## src/rtl/simon_pkg.sv

```systemverilog
// simon_pkg: shared state codes, LFSR taps and default timing for the Simon controller.
package simon_pkg;
    typedef enum logic [2:0] {
        IDLE     = 3'd0,
        GEN      = 3'd1,
        SHOW_ON  = 3'd2,
        SHOW_OFF = 3'd3,
        WAIT_IN  = 3'd4,
        WIN      = 3'd5,
        LOSE     = 3'd6
    } state_t;
    localparam int LFSR_W = 16;
    // Right-shift Galois mask for x^16 + x^14 + x^13 + x^11 + 1
    localparam logic [LFSR_W-1:0] LFSR_TAPS = 16'hB400;
    localparam int DEF_FLASH_ON   = 25_000_000;
    localparam int DEF_GAP        = 12_500_000;
    localparam int DEF_TIMEOUT    = 250_000_000;
    localparam int DEF_RESULT_CYC = 100_000_000;
endpackage

```

## src/rtl/simon_core_param_if.sv

```systemverilog
// simon_core_param_if: button/LED/score bundle between the Simon core and its surroundings.
interface simon_core_param_if #(parameter int NUM_BTN = 4);
    logic               start;
    logic [NUM_BTN-1:0] btn_press;
    logic [NUM_BTN-1:0] led_out;
    logic [2:0]         state_o;
    logic [6:0]         round_len;
    logic [6:0]         score;
    logic [6:0]         best_score;
    logic               win;
    logic               lose;
    logic               busy;
    modport master (
        output start, btn_press,
        input  led_out, state_o, round_len, score, best_score, win, lose, busy
    );
    modport slave (
        input  start, btn_press,
        output led_out, state_o, round_len, score, best_score, win, lose, busy
    );
endinterface

```

## src/rtl/simon_lfsr.sv

```systemverilog
// simon_lfsr: free-running Galois LFSR; a zero seed is replaced by 1 so it never locks up.
module simon_lfsr
    import simon_pkg::*;
#(
    parameter int             W     = LFSR_W,
    parameter logic [W-1:0]   TAPS  = LFSR_TAPS,
    parameter logic [W-1:0]   SEED  = 16'hACE1,
    parameter int             OUT_W = W
) (
    input  logic             clk,
    input  logic             rst_n,
    output logic [OUT_W-1:0] q
);
    localparam logic [W-1:0] INIT = (SEED == '0) ? W'(1) : SEED;
    logic [W-1:0] r;
    always_ff @(posedge clk) begin
        if (!rst_n) r <= INIT;
        else        r <= (r >> 1) ^ (r[0] ? TAPS : '0);
    end
    assign q = r[OUT_W-1:0];
endmodule

```

## src/rtl/simon_core_param.sv

```systemverilog
// simon_core_param: N-button Simon game FSM with replay, timed echo input and score tracking.
module simon_core_param
    import simon_pkg::*;
#(
    parameter int          NUM_BTN    = 4,
    parameter int          MAX_LEN    = 16,
    parameter int          FLASH_ON   = DEF_FLASH_ON,
    parameter int          GAP        = DEF_GAP,
    parameter int          TIMEOUT    = DEF_TIMEOUT,
    parameter int          RESULT_CYC = DEF_RESULT_CYC,
    parameter logic [15:0] SEED       = 16'hACE1
) (
    input  logic                 clk,
    input  logic                 rst_n,
    simon_core_param_if.slave    bus
);
    localparam int SYM_W = $clog2(NUM_BTN);
    localparam int IW    = (MAX_LEN > 1) ? $clog2(MAX_LEN) : 1;
    localparam int M1    = (FLASH_ON > GAP) ? FLASH_ON : GAP;
    localparam int M2    = (TIMEOUT > RESULT_CYC) ? TIMEOUT : RESULT_CYC;
    localparam int MAXC  = (M1 > M2) ? M1 : M2;
    localparam int CW    = $clog2(MAXC + 1);

    state_t             state;
    logic [NUM_BTN-1:0] led;
    logic [6:0]         rlen, score_r, best_r, idx, nidx;
    logic [CW-1:0]      cnt;
    logic [SYM_W-1:0]   raw, sym;
    logic [SYM_W-1:0]   seq [MAX_LEN];

    function automatic logic [NUM_BTN-1:0] onehot(input logic [SYM_W-1:0] s);
        return {{(NUM_BTN-1){1'b0}}, 1'b1} << s;
    endfunction

    simon_lfsr #(.SEED(SEED), .OUT_W(SYM_W)) u_lfsr (.clk(clk), .rst_n(rst_n), .q(raw));

    // Fold out-of-range codes back so non-power-of-two button counts stay uniform-ish
    assign sym  = ({1'b0, raw} >= (SYM_W+1)'(NUM_BTN)) ? raw - SYM_W'(NUM_BTN) : raw;
    assign nidx = idx + 7'd1;

    // idx doubles as the replay index and the echo-check index
    always_ff @(posedge clk) begin
        if (!rst_n) begin
            state  <= IDLE;
            led    <= '0;
            rlen   <= '0;
            score_r <= '0;
            best_r <= '0;
            idx    <= '0;
            cnt    <= '0;
        end else begin
            case (state)
                IDLE: if (bus.start) begin
                    state   <= GEN;
                    rlen    <= '0;
                    score_r <= '0;
                end
                GEN: begin
                    seq[rlen[IW-1:0]] <= sym;
                    rlen  <= rlen + 7'd1;
                    idx   <= '0;
                    cnt   <= '0;
                    led   <= onehot((rlen == '0) ? sym : seq[0]);
                    state <= SHOW_ON;
                end
                SHOW_ON: if (cnt == CW'(FLASH_ON - 1)) begin
                    cnt   <= '0;
                    led   <= '0;
                    state <= SHOW_OFF;
                end else cnt <= cnt + 1'b1;
                SHOW_OFF: if (cnt == CW'(GAP - 1)) begin
                    cnt <= '0;
                    if (idx == rlen - 7'd1) begin
                        idx   <= '0;
                        state <= WAIT_IN;
                    end else begin
                        idx   <= nidx;
                        led   <= onehot(seq[nidx[IW-1:0]]);
                        state <= SHOW_ON;
                    end
                end else cnt <= cnt + 1'b1;
                WAIT_IN: begin
                    led <= bus.btn_press;
                    if (bus.btn_press == '0) begin
                        cnt <= cnt + 1'b1;
                        if (cnt == CW'(TIMEOUT - 1)) begin
                            cnt   <= '0;
                            state <= LOSE;
                        end
                    end else if (bus.btn_press != onehot(seq[idx[IW-1:0]])) begin
                        led   <= '0;
                        cnt   <= '0;
                        state <= LOSE;
                    end else if (idx != rlen - 7'd1) begin
                        idx <= nidx;
                        cnt <= '0;
                    end else begin
                        cnt     <= '0;
                        score_r <= rlen;
                        best_r  <= (rlen > best_r) ? rlen : best_r;
                        led     <= (rlen == 7'(MAX_LEN)) ? '1 : bus.btn_press;
                        state   <= (rlen == 7'(MAX_LEN)) ? WIN : GEN;
                    end
                end
                WIN, LOSE: if (cnt == CW'(RESULT_CYC - 1)) begin
                    cnt   <= '0;
                    led   <= '0;
                    state <= IDLE;
                end else cnt <= cnt + 1'b1;
                default: state <= IDLE;
            endcase
        end
    end

    assign bus.led_out    = led;
    assign bus.state_o    = state;
    assign bus.round_len  = rlen;
    assign bus.score      = score_r;
    assign bus.best_score = best_r;
    assign bus.win        = (state == WIN);
    assign bus.lose       = (state == LOSE);
    assign bus.busy       = (state != IDLE);
endmodule

```

## src/flat_wrapper.sv

```systemverilog
// flat-port wrapper written by rule: the top's interface ports become plain ports
module simon_core_param_flat import simon_pkg::*;
#(
    parameter int          NUM_BTN    = 4,
    parameter int          MAX_LEN    = 16,
    parameter int          FLASH_ON   = DEF_FLASH_ON,
    parameter int          GAP        = DEF_GAP,
    parameter int          TIMEOUT    = DEF_TIMEOUT,
    parameter int          RESULT_CYC = DEF_RESULT_CYC,
    parameter logic [15:0] SEED       = 16'hACE1
)
  (clk, rst_n, bus_start, bus_btn_press, bus_led_out, bus_state_o, bus_round_len, bus_score, bus_best_score, bus_win, bus_lose, bus_busy);
  simon_core_param_if #(.NUM_BTN(NUM_BTN)) bus_i ();
  input  logic clk;
  input  logic rst_n;
  input wire logic [$bits(bus_i.start)-1:0] bus_start;
  input wire logic [$bits(bus_i.btn_press)-1:0] bus_btn_press;
  output wire logic [$bits(bus_i.led_out)-1:0] bus_led_out;
  output wire logic [$bits(bus_i.state_o)-1:0] bus_state_o;
  output wire logic [$bits(bus_i.round_len)-1:0] bus_round_len;
  output wire logic [$bits(bus_i.score)-1:0] bus_score;
  output wire logic [$bits(bus_i.best_score)-1:0] bus_best_score;
  output wire logic [$bits(bus_i.win)-1:0] bus_win;
  output wire logic [$bits(bus_i.lose)-1:0] bus_lose;
  output wire logic [$bits(bus_i.busy)-1:0] bus_busy;
  assign bus_i.start = bus_start;
  assign bus_i.btn_press = bus_btn_press;
  assign bus_led_out = bus_i.led_out;
  assign bus_state_o = bus_i.state_o;
  assign bus_round_len = bus_i.round_len;
  assign bus_score = bus_i.score;
  assign bus_best_score = bus_i.best_score;
  assign bus_win = bus_i.win;
  assign bus_lose = bus_i.lose;
  assign bus_busy = bus_i.busy;
  simon_core_param #(.NUM_BTN(NUM_BTN), .MAX_LEN(MAX_LEN), .FLASH_ON(FLASH_ON), .GAP(GAP), .TIMEOUT(TIMEOUT), .RESULT_CYC(RESULT_CYC), .SEED(SEED)) u_core (.clk(clk), .rst_n(rst_n), .bus(bus_i));
endmodule
```

## config.mk

```make
export PLATFORM = sky130hd
export DESIGN_NAME = simon_core_param_flat
export DESIGN_NICKNAME = d
export VERILOG_FILES = /design/src/rtl/simon_pkg.sv /design/src/rtl/simon_core_param_if.sv /design/src/rtl/simon_lfsr.sv /design/src/rtl/simon_core_param.sv /design/src/flat_wrapper.sv
export SDC_FILE = /design/constraint.sdc
export NUM_CORES = 1
export LEC_CHECK = 0
export CAP_MARGIN = 10
export CORE_MARGIN = 3
export CORE_UTILIZATION = 30
export DETAILED_ROUTE_END_ITERATION = 16
export SLEW_MARGIN = 20
export SYNTH_ARGS = -nofsm -noshare
export SYNTH_HDL_FRONTEND = slang
export SYNTH_SLANG_ARGS = --single-unit
```

## constraint.sdc

```tcl
create_clock -name clk -period 3.4 [get_ports clk]
set_input_delay 0.34 -clock clk [delete_from_list [all_inputs] [get_ports clk]]
set_output_delay 0.34 -clock clk [all_outputs]
set_load 0.02 [all_outputs]
```

Yosys cells after proc, flatten, opt, wreduce, memory -nomap -nowiden:

Memories as Yosys holds them, arrays and structs flattened. A register that Yosys moved wholly into a read port is not among the register bits.
Cells that the tools add are included.

* bits of input ports: 7
* memories: 1
* logic and storage cells: 106
* bits in registers: 79
* memory bits (writable): 32

Memories
* u_core.seq: depth 16, bits a word 2, read ports 3, clocked after memory_dff 1, write ports 1, line simon_core_param.sv:29 `logic [SYM_W-1:0] seq [MAX_LEN];`

* equality and inequality tests: 25
* bitwise operators: 4
* mux-type cells: 45
* reduce and logical (&&, ||, !) cells: 15
* add/sub/neg operators: 4
* shift-type cells: 3
* order comparisons: 1

Operator list (number)
* $mux W28: 5
* $pmux W28 S5: 1
* $mux W7: 9
* $mux W4: 10
* $mux W3: 10
* $add A28 B1 Y28 const B: 1
* $eq A28 B24 Y1 const B: 1
* $eq A28 B25 Y1 const B: 1
* $eq A28 B27 Y1 const B: 1
* $eq A28 B28 Y1 const B: 1
* $pmux W7 S2: 2
* $pmux W7 S3: 1
* $pmux W4 S5: 1
* $reduce_and A5 Y1: 4
* $pmux W3 S6: 1
* $mux W16: 1
* $xor A15 B16 Y16: 1
* $add A7 B1 Y7 const B: 2
* $shl A1 B2 Y4 const A: 3
* $ne A2 B2 Y1 const B: 5
* $eq A3 B3 Y1 const B: 3
* $ne A2 B1 Y1 const B: 4
* $eq A7 B5 Y1 const B: 1
* $eq A7 B7 Y1: 1
* other kinds (20): 27

Longest topological paths before layout:

Gate-level depths: netlist of run 1.

* word-level depth: 8
* depth in mapped cells: 13
* mapped depth without buffers: 10

By module:

Synthesis of run 1 repeated with hierarchy kept, for this count alone.

* cell total of the unflattened synthesis: 619
* area total of the unflattened synthesis: 6042.0 µm²

Modules (own cells, without submodules)
* simon_core_param: instances 1, area each 5574.1 µm², cells each 581
* simon_lfsr: instances 1, area each 467.9 µm², cells each 38

Worst setup path after synthesis of run 1:

Ideal clock, no wire load.

* path type: reg2reg
* start: reg u_core.rlen[0], in the netlist u_core.bus.round_len[0]
* end: reg u_core.score_r[0], in the netlist u_core.bus.score[0]
* data arrival time: 2.948 ns
* stages on the path, launching flop included: 13
* library setup time: 0.076 ns
* buffers on the path: 2
* clock period less this slack: 3.024 ns
* path slack: 0.376 ns
* cell sequence: dfxtp_1 -> clkbuf_1 -> inv_1 -> ha_1 -> and2_1 -> o21a_1 -> o31ai_1 -> and4_1 -> clkbuf_1 -> mux2i_1 -> nor3_1 -> nand3_1 -> a31oi_1

* longest elaborated chain between the ends: 4
* elaborated cells between the ends (all ways): 8
* those cells by class: add/sub: 1; eq/ne: 2; mux: 4; reduce/logical: 1

Ends and longest elaborated chain
* from (decl): line simon_core_param.sv:26 `logic [6:0] rlen, score_r, best_r, idx, nidx;`
* from (signal assigned): line simon_core_param.sv:60 `rlen <= rlen + 7'd1;`
* $sub A7 B1 Y7 / $mux W7 (equally long branches): line simon_core_param.sv:94 `end else if (idx != rlen - 7'd1) begin`
* $ne A7 B7 Y1 / $mux W7 (equally long branches): line simon_core_param.sv:94, simon_core_param.sv:90
* $ne A2 B2 Y1 (no source line) / $mux W7 (equally long branches)
* $reduce_and A5 Y1 (no source line) / $pmux W7 S2 (equally long branches)
* to (signal assigned): line simon_core_param.sv:99 `score_r <= rlen;`
* to (decl): line simon_core_param.sv:26

Parallel ways exist; a longest one is shown, timed or not. The select of a mux whose other input is x is not followed.
A chain may end at the register's enable or synchronous reset.

==> results.json, run 1 <==
{
  "status": "finished, final reports clean",
  "start_kind": "register",
  "cts_buffers": 17,
  "avgSynthCellArea_sq_um": 9.43,
  "postLayoutSetupSlackWorst_ns": 0.363,
  "reg2reg_slack_ns": 0.36,
  "final_core_util": 0.373,
  "n_antenna_cell": 0,
  "vdd_drop_max_mv": 0.344,
  "fill_cells": 2020,
  "drive_gt1_frac": 0.105,
  "multiInputGateArea_sq_mm": 0.00334,
  "placed_cells_incl_taps": 944,
  "finalSetupViolCount": 0,
  "synth_edf_count": 32,
  "clock_skew_ns": 0.00742,
  "maxCapViolations": 0,
  "routed_wl_mm": 15.6,
  "crit_chain": "mux4_2 > a22oi_1 > nand3_1 > nor4b_2 > or2_1 > o211ai_1 > o31ai_1",
  "fin_crit_ns": 3.04,
  "drtPass1Iterations": 5,
  "top_usage_layer": "met2",
  "path_clk_slew_ns": 0.06,
  "async_flop_share": 0,
  "seq_area_frac_synth": 0.423,
  "p_sw_uw": 1640,
  "relSlewSlack": 0.587,
  "vias": 4959,
  "syn_to_final_growth_pct": 19.8,
  "crit_arrival_ns": 3.35,
  "wire_per_inst_um": 15.9,
  "synth_cells": 658,
  "synth_nets": 679,
  "crit_fanout": 12,
  "cts_setup_buffers": 0,
  "cp_num_buf_inv": 0,
  "numClockSinks": 115,
  "p_comb_frac": 0.325,
  "fp-row-count": 51,
  "core_sq_mm": 0.0199,
  "hpwl_mm": 11.3,
  "grt-ovfl-total": 0,
  "ctsHoldBuffers": 0,
  "pre_cts_ws_ns": 0.411,
  "cts_tree": "built",
  "crit_required_ns": 3.71,
  "met2_usage": 0.228,
  "ant_nets": 0,
  "synth.cell_area_sq_mm": 0.00620,
  "worstHoldPathType": "in -> reg",
  "powerDensity_mw_per_mm2": 646,
  "tightestPinTransition_ns": 0.615,
  "worstReg2RegEnd": "u_core.idx[6]",
  "p_clk_frac": 0.345,
  "sw_frac_of_total": 0.340,
  "cts_root_buf": "clkbuf_16",
  "drv_slew": 0,
  "grt_max_degree": 38,
  "critPathKind": "reg -> reg",
  "whs_endpoint": "u_core.u_lfsr.r[0]",
  "ios": 38,
  "initial_core_util": 0.312,
  "slowest_delay_ns": 0.63,
  "min_path_cells": 2,
  "met3_usage": 0.0330,
  "p_leak_uw": 0.00264,
  "h-tree-depth": 4,
  "p_int_uw": 3170,
  "cts.repair.resized": 0,
  "synthFlopType": "dfxtp_1",
  "nets": 719,
  "rr_worst_depth": 7,
  "grt_pass1_vias": 4792,
  "die_w_um": 150,
  "synth_seq_cells": 115,
  "detail_route.iter0.violations": 355,
  "ys_types": 68,
  "dieArea_sq_mm": 0.0224,
  "finalWeightedCongestion": 0.858,
  "port_buffers": 37,
  "regArea_sq_mm": 0.00262,
  "drc": 0,
  "antenna_found_initial": 0,
  "clock.fmax_mhz": 329,
  "end_kind": "register",
  "grtUsageTotal": 0.143,
  "met1_usage": 0.192,
  "hold_ws_ns": 0.346,
  "final_cells": 976,
  "slowest_stage": "dfxtp_1",
  "min_from": "rst_n",
  "critical-path-top-delay-family": "simple AND/OR/NAND/NOR gates",
  "grt_setup_unrepaired": "no",
  "clock_latency_ns": 0.41,
  "period_share": 0.893,
  "setup_tns_ns": 0,
  "cts_buffer_depth": 2,
  "viasPerCell": 5.08,
  "grt_pass1_wl_mm": 25.3,
  "die_h_um": 150,
  "hold_viol_final": 0,
  "ys_warn_count": 0,
  "seq_power_share": 0.330
}
worst max-delay path by stage:
stage | to | startpoint | slack, ns | cells past startpoint
after global routing | u_core.idx[6] | register | 0.10 | 7
after CTS | u_core.idx[0] | register | 0.39 | 9
after floorplan | u_core.bus.score[0] | u_core.bus.round_len[0] | 0.38 | 12
final | u_core.idx[6] | register | 0.36 | 7
after global placement | u_core.bus.best_score[2] | register | 0.44 | 8
after detailed placement | u_core.idx[0] | register | 0.41 | 9
metal layers:
| metal | up-vias | part of all wire |
|---|---|---|
| li1 | 2469 | - |
| met1 | 2339 | 0.48 |
| met2 | 131 | 0.46 |
| met3 | 20 | 0.042 |
| met4 | 0 | 0.017 |
| met5 | - | 0 |
worst reg2reg max path: cells and delay by family (launching register included):
family             cells  cell delay (ns)
muxes                  1             0.59
AOI/OAI and AO/OA      3             0.66
and+or+nand+nor        3             1.05
DFF                    1             0.63
placed cells by master (no fill, tap or decap), drive strengths merged, types with 7 or more instances in the layout:
| cell type | count |
|---|---|
| a41o | 7 |
| and2 | 28 |
| clkbuf | 17 |
| nand2b | 11 |
| buf | 20 |
| inv | 22 |
| ha | 14 |
| edfxtp | 32 |
| or3 | 7 |
| and3 | 17 |
| mux2i | 18 |
| a21oi | 14 |
| a31oi | 10 |
| nor3 | 16 |
| nand3 | 46 |
| clkinv | 12 |
| xnor2 | 22 |
| xor2 | 15 |
| nor2b | 9 |
| nor2 | 70 |
| dfxtp | 83 |
| nand2 | 53 |
| o21ai | 20 |
| nand4 | 10 |
| mux4 | 14 |
| clkdlybuf4s50 | 36 |
area by class of cell:
cell class	count	area share
multi-input cells	485	0.449
flip-flops and latches	115	0.353
inverters	23	0.0116
well taps	265	0.0446
clock inverters	15	0.0165
clock buffers	17	0.0572
repair buffers	56	0.0683
cells in the mapped netlist, types with 16 or more instances:
cell type / number / area [sq um]
and3_1: 17 / 106
xnor2_1: 22 / 193
and2_1: 28 / 175
inv_1: 22 / 82.6
dfxtp_1: 83 / 1660
edfxtp_1: 32 / 961
nor2_1: 70 / 263
clkbuf_1: 24 / 90.1
nor3_1: 16 / 80.1
nand2_1: 52 / 195
nand3_1: 46 / 230
o21ai_0: 17 / 85.1
mux2i_1: 18 / 180
state kept, by name, indices dropped and copies added, names as in the netlist, named ones only:
register,cells
u_core.idx,7
u_core.bus.led_out,4
u_core.seq,32
u_core.bus.state_o,3
u_core.bus.round_len,7
u_core.cnt,28
u_core.u_lfsr.r,16
u_core.bus.score,7
u_core.bus.best_score,7
power by group through the flow:
stage	combinational (uW)	clock, uW	sequential, uW
3_3_place_gp	1560	0	1610
4_1_cts	1580	1680	1580
3_5_place_dp	1570	0	1610
5_1_grt	1710	1750	1600
6_report	1560	1660	1580
2_1_floorplan	1100	0	1610
cells by family after synthesis:
| family | Yosys count | share of synthesized area |
|---|---|---|
| and+or+nand+nor | 300 | 0.251 |
| DFF | 115 | 0.423 |
| AOI/OAI and AO/OA | 99 | 0.121 |
| buffers and inverters | 58 | 0.0393 |
| xor gates and xnor gates | 37 | 0.0522 |
| muxes | 35 | 0.0853 |
| adders and majority gates | 14 | 0.0282 |
metrics by stage:
stage	cell area, sq um	power, uW
after global routing	7430	5060
after detailed placement	6890	3180
after CTS	7430	4840
after floorplan	6200	2710
after global placement	6890	3170
final	7430	4810
(Power assumes the default switching activity.)
==> run 2: changes to the inputs <==
- CORE_MARGIN: 3 -> not set
- GPL_ROUTABILITY_DRIVEN: not set -> 1
- clock period: 3.4 -> 3.7 ns (I/O delays scaled with it)
==> results.json, run 2 (synthesis gave the netlist of run 1 again) <==
{
  "slowest_stage": "dfxtp_1",
  "end_kind": "register",
  "initial_core_util": 0.307,
  "reg2reg_slack_ns": 0.51,
  "min_from": "rst_n",
  "finalSetupViolCount": 0,
  "vias": 4961,
  "maxCapViolations": 0,
  "layout_commonest_cell": "dfxtp_1",
  "crit_chain": "mux4_2 > a22oi_1 > nand3_1 > o2111a_1 > a41o_1 > o21ai_2 > mux2i_1 > or3_1",
  "grt_pass1_vias": 4894,
  "tightestPinTransition_ns": 0.833,
  "path_clk_slew_ns": 0.06,
  "cts_buffer_depth": 2,
  "slowest_delay_ns": 0.60,
  "grt-ovfl-total": 0,
  "whs_endpoint": "u_core.u_lfsr.r[13]",
  "period_share": 0.862,
  "crit_required_ns": 3.99,
  "viasPerCell": 5.10,
  "die_h_um": 146,
  "hold_viol_final": 0,
  "cts.repair.resized": 0,
  "final_cells": 973,
  "routed_wl_mm": 15.3,
  "grtUsageTotal": 0.151,
  "clock.fmax_mhz": 314,
  "wire_per_inst_um": 15.7,
  "clock_skew_ns": 0.0110,
  "ant_nets": 0,
  "h-tree-depth": 4,
  "nets": 711,
  "detail_route.iter0.violations": 314,
  "drive_gt1_frac": 0.0996,
  "p_sw_uw": 1490,
  "antenna_found_initial": 0,
  "cts_buffers": 17,
  "crit_fanout": 13,
  "worstHoldPathType": "in -> reg",
  "status": "finished, final reports clean",
  "drtPass1Iterations": 4,
  "critPathKind": "reg -> reg",
  "p_clk_frac": 0.359,
  "rr_worst_depth": 8,
  "numClockSinks": 115,
  "grt_max_degree": 41,
  "grt_setup_unrepaired": "no",
  "hpwl_mm": 11.1,
  "start_kind": "register",
  "port_buffers": 37,
  "mostFrequentLayoutCells": "dfxtp_1, nor2_1, nand2_1",
  "core_sq_mm": 0.0202,
  "finalWeightedCongestion": 0.811,
  "powerDensity_mw_per_mm2": 600,
  "p_comb_frac": 0.317,
  "fp-row-count": 52,
  "grt_pass1_wl_mm": 25.4,
  "p_total_uw": 4450,
  "p_int_uw": 2960,
  "min_path_cells": 2,
  "cts_tree": "built",
  "dieArea_sq_mm": 0.0213,
  "die_w_um": 146,
  "sw_frac_of_total": 0.334,
  "drc": 0,
  "placed_cells_incl_taps": 941,
  "crit_arrival_ns": 3.48,
  "cts_setup_buffers": 0,
  "drv_slew": 0,
  "vdd_drop_max_mv": 0.413,
  "ios": 38,
  "clock_latency_ns": 0.42,
  "cts_root_buf": "clkbuf_16",
  "ctsHoldBuffers": 0,
  "seq_power_share": 0.324,
  "largest_reg_flops": 32,
  "syn_to_final_growth_pct": 19.5,
  "relSlewSlack": 0.444,
  "fin_crit_ns": 3.19,
  "p_leak_uw": 0.00262,
  "n_antenna_cell": 0,
  "setup_tns_ns": 0
}
==> run 2: area by class of cell <==
class / instances / area, sq um
repair buffers: 48 / 448
flip-flops and latches: 115 / 2620
clock inverters: 9 / 105
inverters: 23 / 86.3
multi-input cells: 485 / 3340
fillers: 2021 / 12800
well taps: 270 / 338
clock buffers: 23 / 478
==> run 2: worst max-delay path, delay by kind of cell (launching register included) <==
| family | cells | cell delay (ns) |
|---|---|---|
| AOI/OAI and AO/OA | 4 | 1.11 |
| muxes | 2 | 0.75 |
| DFF | 1 | 0.60 |
| and+or+nand+nor | 2 | 0.60 |
==> run 2: through the flow <==
stage	setup slack [ns]	instance area, sq um	hold slack [ns]	util
finish	0.511	7420	0.328	0.366
global route	0.231	7420	0.340	0.366
CTS	0.488	7420	0.329	0.366
detailed placement	0.495	6830	0.395	0.338
global placement	0.574	6830	0.390	0.338
floorplan	0.676	6200	0.386	-
==> run 2: how the worst max path moves through the flow <==
stage / start / endpoint / slack [ns] / depth (start not counted)
6_report: register / register / 0.51 / 8
5_1_grt: register / u_core.idx[2] / 0.23 / 8
4_1_cts: register / register / 0.49 / 8
3_5_place_dp: register / register / 0.50 / 8
3_3_place_gp: register / register / 0.57 / 8
2_1_floorplan: u_core.bus.round_len[0] / u_core.bus.score[0] / 0.68 / 12
==> run 2: layer usage <==
metal	wire length (um)	vias up	part of all wire	global-route usage
met5	0	-	0	0
li1	-	2447	-	-
met3	827	20	0.054	0.0420
met2	7160	109	0.47	0.245
met1	7090	2385	0.46	0.192
met4	201	0	0.013	0.0526
==> run 2: power by group through the flow <==
stage | sequential [uW] | clock, uW | combinational (uW)
floorplan | 1480 | 0 | 1010
CTS | 1440 | 1620 | 1420
finish | 1440 | 1600 | 1410
global route | 1460 | 1680 | 1550
global placement | 1470 | 0 | 1420
detailed placement | 1470 | 0 | 1420
